==> src/rtl/mgpio_master.sv <==
// mgpio_master: bus initiator for one mgpio register-bus responder.
//
// It accepts READ / WRITE / SET / CLEAR / TOGGLE commands on a valid/ready
// request channel. It issues single-cycle read and write transfers on the
// mgpio bus and returns the resulting data and an error flag on a
// valid/ready response channel. A read-modify-write command issues its read
// and its write in back-to-back cycles. No new command is accepted until the
// response has been consumed, so each RMW is atomic on the bus.
//
// Ports
//   clk, rst             clock; synchronous active-high reset
//   req_valid/req_ready  command handshake (req_ready high only in IDLE)
//   req_op               0 READ, 1 WRITE, 2 SET, 3 CLEAR, 4 TOGGLE, 5-7 illegal
//   req_bank, req_reg    target bank; 0 = data register, 1 = direction register
//   req_data             write value (WRITE) or bit mask (SET/CLEAR/TOGGLE)
//   rsp_valid/rsp_ready  response handshake
//   rsp_data, rsp_err    read value or value written; command-failed flag
//   bus_addr, bus_wdata  responder address and write data
//   bus_write            write strobe, one cycle per write transfer
//   bus_rdata, bus_err   responder read data and address error (combinational)
module mgpio_master #(
    parameter int BANKS        = 1,
    parameter int BANKS_WIDTH  = (BANKS > 1) ? $clog2(BANKS) : 1,
    parameter int BANK_AS_BITS = 12
) (
    input  logic                                clk,
    input  logic                                rst,
    input  logic                                req_valid,
    output logic                                req_ready,
    input  logic [2:0]                          req_op,
    input  logic [BANKS_WIDTH-1:0]              req_bank,
    input  logic                                req_reg,
    input  logic [7:0]                          req_data,
    output logic                                rsp_valid,
    input  logic                                rsp_ready,
    output logic [7:0]                          rsp_data,
    output logic                                rsp_err,
    output logic [BANK_AS_BITS+BANKS_WIDTH-1:0] bus_addr,
    output logic [7:0]                          bus_wdata,
    output logic                                bus_write,
    input  logic [7:0]                          bus_rdata,
    input  logic                                bus_err
);

    typedef enum logic [1:0] {
        ST_IDLE,
        ST_RD,
        ST_WR,
        ST_RESP
    } state_t;

    typedef enum logic [2:0] {
        OP_READ   = 3'd0,
        OP_WRITE  = 3'd1,
        OP_SET    = 3'd2,
        OP_CLEAR  = 3'd3,
        OP_TOGGLE = 3'd4
    } op_t;

    localparam int AW = BANK_AS_BITS + BANKS_WIDTH;

    // One extra bit so the limit itself is representable when BANKS is a
    // power of two (the range check then never fires, as intended).
    localparam logic [BANKS_WIDTH:0] BANK_LIMIT = (BANKS_WIDTH + 1)'(BANKS);

    state_t     state;
    op_t        op_q;
    logic [7:0] mask_q;
    logic [7:0] rmw_value;

    logic          op_legal;
    logic          bank_legal;
    logic [AW-1:0] req_addr;

    assign op_legal   = (req_op <= 3'd4);
    assign bank_legal = ({1'b0, req_bank} < BANK_LIMIT);
    assign req_addr   = {req_bank, {(BANK_AS_BITS-1){1'b0}}, req_reg};

    assign req_ready = (state == ST_IDLE);
    assign rsp_valid = (state == ST_RESP);

    // The write value of a read-modify-write comes straight from the data
    // the responder returns during the RD cycle.
    always_comb begin
        // NOTE: a default before the case keeps this block purely
        // combinational; without it an uncovered op would infer a latch.
        rmw_value = bus_rdata;
        case (op_q)
            OP_SET:    rmw_value = bus_rdata | mask_q;
            OP_CLEAR:  rmw_value = bus_rdata & ~mask_q;
            OP_TOGGLE: rmw_value = bus_rdata ^ mask_q;
            default:   ;
        endcase
    end

    // Bus outputs are registered alongside the state, so they are non-zero
    // exactly while the FSM sits in RD or WR.
    // NOTE: rst is sampled only on the clock edge (synchronous reset); every
    // register, including the bus outputs, returns to its idle value here.
    always_ff @(posedge clk) begin
        if (rst) begin
            // NOTE: sequential state uses non-blocking assignments so every
            // register updates from pre-edge values, independent of order.
            state     <= ST_IDLE;
            op_q      <= OP_READ;
            mask_q    <= '0;
            rsp_data  <= '0;
            rsp_err   <= 1'b0;
            bus_addr  <= '0;
            bus_wdata <= '0;
            bus_write <= 1'b0;
        end else begin
            case (state)
                ST_IDLE: begin
                    if (req_valid) begin
                        if (!op_legal || !bank_legal) begin
                            // Rejected: answer immediately, never touch the bus.
                            state    <= ST_RESP;
                            rsp_data <= '0;
                            rsp_err  <= 1'b1;
                        end else begin
                            op_q     <= op_t'(req_op);
                            mask_q   <= req_data;
                            bus_addr <= req_addr;
                            if (op_t'(req_op) == OP_WRITE) begin
                                state     <= ST_WR;
                                bus_wdata <= req_data;
                                bus_write <= 1'b1;
                            end else begin
                                state <= ST_RD;
                            end
                        end
                    end
                end

                ST_RD: begin
                    if (op_q == OP_READ || bus_err) begin
                        // Plain read, or an RMW whose read failed: the write
                        // is skipped and the read data is returned.
                        state    <= ST_RESP;
                        rsp_data <= bus_rdata;
                        rsp_err  <= bus_err;
                        bus_addr <= '0;
                    end else begin
                        // Address is kept so the write follows the read
                        // in the very next cycle.
                        state     <= ST_WR;
                        bus_wdata <= rmw_value;
                        bus_write <= 1'b1;
                    end
                end

                ST_WR: begin
                    state     <= ST_RESP;
                    rsp_data  <= bus_wdata;
                    rsp_err   <= bus_err;
                    bus_addr  <= '0;
                    bus_wdata <= '0;
                    bus_write <= 1'b0;
                end

                ST_RESP: begin
                    if (rsp_ready) begin
                        state <= ST_IDLE;
                    end
                end

                default: state <= ST_IDLE;
            endcase
        end
    end

endmodule
==> config.mk <==
export PLATFORM = sky130hd
export DESIGN_NAME = mgpio_master
export DESIGN_NICKNAME = d
export VERILOG_FILES = /design/src/rtl/mgpio_master.sv
export SDC_FILE = /design/constraint.sdc
export NUM_CORES = 1
export LEC_CHECK = 0
export CAP_MARGIN = 20
export CORE_ASPECT_RATIO = 1.2
export CORE_MARGIN = 3
export CORE_UTILIZATION = 45
export DETAILED_ROUTE_END_ITERATION = 6
export PLACE_DENSITY = 0.82
export SLEW_MARGIN = 15
export SYNTH_ARGS = -nofsm -noshare
export SYNTH_HDL_FRONTEND = slang
export SYNTH_SLANG_ARGS = --single-unit
==> constraint.sdc <==
create_clock -name clk -period 1.8 [get_ports clk]
set_input_delay 0.18 -clock clk [delete_from_list [all_inputs] [get_ports clk]]
set_output_delay 0.18 -clock clk [all_outputs]
set_load 0.05 [all_outputs]
# Word-level counts from Yosys, hierarchy flattened

Index checks and enable logic that the tools add are counted.

Flip-flop bits (word level): 44
Bits of input ports: 26
Output and inout bits: 33
Logic and storage cells: 70

Equal/unequal tests: 14
Bitwise operators: 5
Magnitude comparators: 2
Reductions and logical operators: 12
Mux-type cells: 29

Operator list:

| cell               | number |
|---|---|
| $pmux 8 s3         | 3 |
| $mux 8             | 7 |
| $mux 13            | 3 |
| $pmux 13 s3        | 1 |
| $and 8x8->8        | 1 |
| $mux 1             | 8 |
| $mux 2             | 4 |
| $ne 2x2->1 const B | 4 |
| $not 8->8          | 1 |
| $or 8x8->8         | 1 |
| $pmux 2 s4         | 1 |
| $reduce_and 4->1   | 2 |
| $xor 8x8->8        | 1 |
| $eq 3x2->1 const B | 2 |
| $ne 2x1->1 const B | 3 |
| $pmux 1 s3         | 2 |
| $reduce_and 5->1   | 1 |
| $eq 2x2->1 const B | 2 |
| $eq 3x1->1 const B | 1 |
| $eq 3x3->1 const B | 1 |
| $le 3x3->1 const B | 1 |
| $logic_not 3->1    | 1 |
| $reduce_and 3->1   | 1 |
| $reduce_bool 3->1  | 1 |
| other kinds (7)    | 9 |

# Logic depth before layout (Yosys ltp)

Depth in word-level cells: 6
Depth in mapped cells: 7
Depth with buffers taken out: 6

# Least setup slack after synthesis

OpenSTA, ideal clock, no wires.

Path type: register to register
Start: reg state[0]
End: reg mask_q[1]
Arrival: 1.952 ns
Cell stages (with the launch flop): 8
Path slack: -0.279 ns
Period minus slack after synthesis: 2.079 ns
Setup time: 0.128 ns
Cells stage by stage: dfxtp_1 -> inv_1 -> ha_1 -> inv_2 -> or4_4 -> buf_6 -> mux2i_1 -> nor2_1

Longest elaborated chain between the ends: 2

Ends and longest elaborated chain:

| item                       | RTL line | RTL |
|---|---|---|
| from (decl)                | 66       | `state_t state;` |
| from (signal assigned)     | 104      | `state <= ST_IDLE;` |
| from (signal assigned)     | 118      | `state <= ST_RESP;` |
| from (signal assigned)     | 126      | `state <= ST_WR;` |
| $logic_not 2->1            | --       |  |
| named net req_ready        | 29       | `output logic req_ready,` |
| $reduce_and 3->1 (no line) | --       |  |
| to (signal assigned)       | 123      | `mask_q <= req_data;` |
| to (decl)                  | 68       | `logic [7:0] mask_q;` |

The timed path passes the listed nets, and every way through them passes these cells.
A chain may end at the register's enable or synchronous reset.

# Worst setup path after layout

Start: reg state[0]
End: reg mask_q[4]

Longest elaborated chain between the ends: 2

Ends and longest elaborated chain:

| item                       | RTL line | RTL |
|---|---|---|
| $logic_not 2->1            | 113      | `case (state)` |
| $reduce_and 3->1 (no line) | --       |  |

Every way passes these cells.

==> out/metrics.cfg <==
[place]
place_congestion = 0.903
dp.cells = 386
dp_hpwl_um = 4520
port-buffer-count = 47

[timing]
finalClockSkew_ns = 0.00784
post-route-period-util = 0.968
final_tns_setup_ns = 0
report.final.hold_viol_count = 0
rsz_0062_raised_after_global_routing = true
min_period_ns = 1.74
report.final.slew_viol_count = 0
timing.final.setup_violations = 0
tightestPinTransition_ns = 0.503
timing.fmax_ghz = 0.574
worst_slew_margin_rel = 0.663
finalHoldWorstSlack_ns = 0.474

[global_routing]
grt_pass1_vias = 2040
grt_start_max_net_pins = 16
number_of_antenna_violations_at_the_first_check_in_global_routing = 0
global_route.usage.total = 0.196
global_route.overflow_total = 0
grt_first_pass_wirelength_um = 9520

[synth]
syn_avg_cell_area_um2 = 8.65
synth-simple-area-share = 0.185
synth_top_family_by_area = compound AO/OA/AOI/OAI gates
synth_sequential_area_ratio = 0.284
synth-edff-count = 0
syn_area_um2 = 2330
synthCells = 269
synth_seq_cells = 33
synth_xor_xnor_area_share = 0.00377
synth_compound_gate_area_share = 0.215
yosys_warnings = 0
synth_cell_type_count = 54
synthArstFlopShare = 0
multiplexer_share_of_the_synthesized_area = 0.0866
synth_flop_cell = sky130_fd_sc_hd__dfxtp_1
yosys.area_share.adder = 0.113

[hold_path]
min-delay-path-class = flop to flop

[die]
core-area_um2 = 4970
fp.dieArea_um2 = 6070
num_io_pins = 59
die-height_um = 84.8
std_cell_rows = 28
initial_utilization = 0.468
chipWidth_um = 71.6

[worst_setup_path]
slowest_delay_ns = 0.63
critPathCaptureType = flop
timing.critical_path.slowest_stage_cell = sky130_fd_sc_hd__or4_4
worstSetupStartpointType = flop
worst_ep_arrival_time_ns = 1.92
timing_worst_setup_path_type = flop to flop
crit_chain = inv_1, ha_4, inv_2, or4_4, mux2i_1, nor2_1
timing.critical_path.fanout_max = 11
worst_ep_required_time_ns = 1.98

[finish]
instances_no_fill = 393
num_antenna_cells = 0
area.growth.synth_to_final_pct = 30.9
most-common-layout-cells = sky130_fd_sc_hd__clkdlybuf4s50_1, sky130_fd_sc_hd__dfxtp_1, sky130_fd_sc_hd__buf_4
layout_commonest_cell = sky130_fd_sc_hd__clkdlybuf4s50_1
num-fill-cells = 433
layout.nets = 380
ratio_of_cells_with_drive_above_1_in_the_final_layout = 0.168

[clock_tree]
number_of_sinks_driven_by_the_clock_tree = 33
cts_tree = yes
cts_hold_buffers = 0
clk_pin_slew_ns = 0.07
numCtsBuffers = 5
cts_max_path_buffers = 2
cts-htree-levels = 2
ctsRootBufferMaster = sky130_fd_sc_hd__clkbuf_8
worst_skew_pair.late_latency_ns = 0.29

[drt]
viasPerCell = 5.58
wirelength_um = 5890
drc_errors = 0
via_count = 2194
ant_nets = 0
detailedRoute.firstIterationViolations = 125
post_drt_wl_per_cell_um = 15.0
drt_first_pass_iters = 4

[job]
maxCapViolations = 0

[power]
p_leak_nw = 1.25
powerDensity_nw_per_um2 = 1490
ir_drop_v = 0.000586

[outcome]
status = complete, no violations

through the flow:
step | util | total power (W) | setup slack [ns] | area [um2]
6_report | 0.612 | 0.00453 | 0.0579 | 3050
3_3_place_gp | 0.594 | 0.00388 | -0.144 | 2950
3_5_place_dp | 0.594 | 0.00392 | -0.202 | 2950
2_1_floorplan | - | 0.00299 | 0.00937 | 2380
5_1_grt | 0.612 | 0.00476 | -0.0342 | 3050
4_1_cts | 0.611 | 0.00449 | 0.00475 | 3040
path summary, 6_finish.rpt:
check / cells past startpoint / end / slack, ns / startpoint
worst max register to register: 6 / mask_q[4]$_SDFFE_PP0P_ / 0.06 / state[0]$_SDFFE_PP0P_
worst min register to register: 2 / rsp_data[1]$_SDFFE_PP0P_ / 0.47 / rsp_data[1]$_SDFFE_PP0P_
worst max-delay path: 6 / mask_q[4]$_SDFFE_PP0P_ / 0.06 / state[0]$_SDFFE_PP0P_
worst min-delay path: 2 / rsp_data[1]$_SDFFE_PP0P_ / 0.47 / rsp_data[1]$_SDFFE_PP0P_
area by class of cell:
type,instances,area [um2],share of cell area
well taps,60,75.1,0.0247
inverters,23,86.3,0.0283
clock buffers,7,86.3,0.0283
flip-flops and latches,33,661,0.217
repair buffers,74,672,0.221
multi-input cells,196,1470,0.481
Yosys cell counts (3+ instances only):
cell                       count  area (um2)
sky130_fd_sc_hd__a21oi_1       9        45.0
sky130_fd_sc_hd__a311oi_1      6        52.6
sky130_fd_sc_hd__a31oi_1      10        62.6
sky130_fd_sc_hd__buf_2         5        25.0
sky130_fd_sc_hd__buf_4        13        97.6
sky130_fd_sc_hd__clkbuf_1      6        22.5
sky130_fd_sc_hd__dfxtp_1      33         661
sky130_fd_sc_hd__ha_1         21         263
sky130_fd_sc_hd__inv_1        22        82.6
sky130_fd_sc_hd__mux2i_1      19         190
sky130_fd_sc_hd__nand2_1      21        78.8
sky130_fd_sc_hd__nand2b_1     19         119
sky130_fd_sc_hd__nor2_1       14        52.6
sky130_fd_sc_hd__nor2b_1       3        18.8
sky130_fd_sc_hd__o211ai_1      4        30.0
sky130_fd_sc_hd__o21a_1        3        22.5
sky130_fd_sc_hd__o21ai_0      12        60.1
sky130_fd_sc_hd__o32a_1        4        40.0
power breakdown:
| part | total [W] | internal [W] | switching, W |
|---|---|---|---|
| sequential | 0.00106 | 0.000917 | 0.000145 |
| clock | 0.000570 | 0.000303 | 0.000267 |
| combinational | 0.00290 | 0.00119 | 0.00171 |
| total | 0.00453 | 0.00241 | 0.00212 |
metal layers:
layer  GRT usage  up-vias  routed length [um]
li1            -     1057                   -
met1       0.250     1024                2460
met2       0.329       96                2930
met3      0.0323       17                 369
met4      0.0701        0                 129
met5           0        -                   0
critical path, delay by kind of cell, from the launching register on:
kind	cells	cell delay, ns
and+or+nand+nor	2	0.68
DFF	1	0.35
muxes	1	0.21
buffers and inverters	2	0.20
adders and majority gates	1	0.20
sequential cells by signal, indices dropped and copies added (netlist names):
signal	cells
bus_write	1
rsp_err	1
op_q	3
mask_q	8
bus_wdata	8
rsp_data	8
state	2
bus_addr	2
cell families (layout without fill, tap and decap cells):
| logic type | Yosys count | in the layout |
|---|---|---|
| flip-flops | 33 | 33 |
| other | 1 | 11 |
| XOR/XNOR | 1 | 1 |
| multiplexers | 20 | 20 |
| AND/OR/NAND/NOR | 76 | 76 |
| AO/OA/AOI/OAI | 67 | 67 |
| buffers and inverters | 50 | 104 |
| adder cells (fa/ha/maj) | 21 | 21 |
repair_timing:
item                       CTS  global route
setup endpoints to repair    0            20
resized for setup            0             3
buffers inserted             0             0
hold endpoints to repair     0             0
Power figures use the tool's default switching activity.
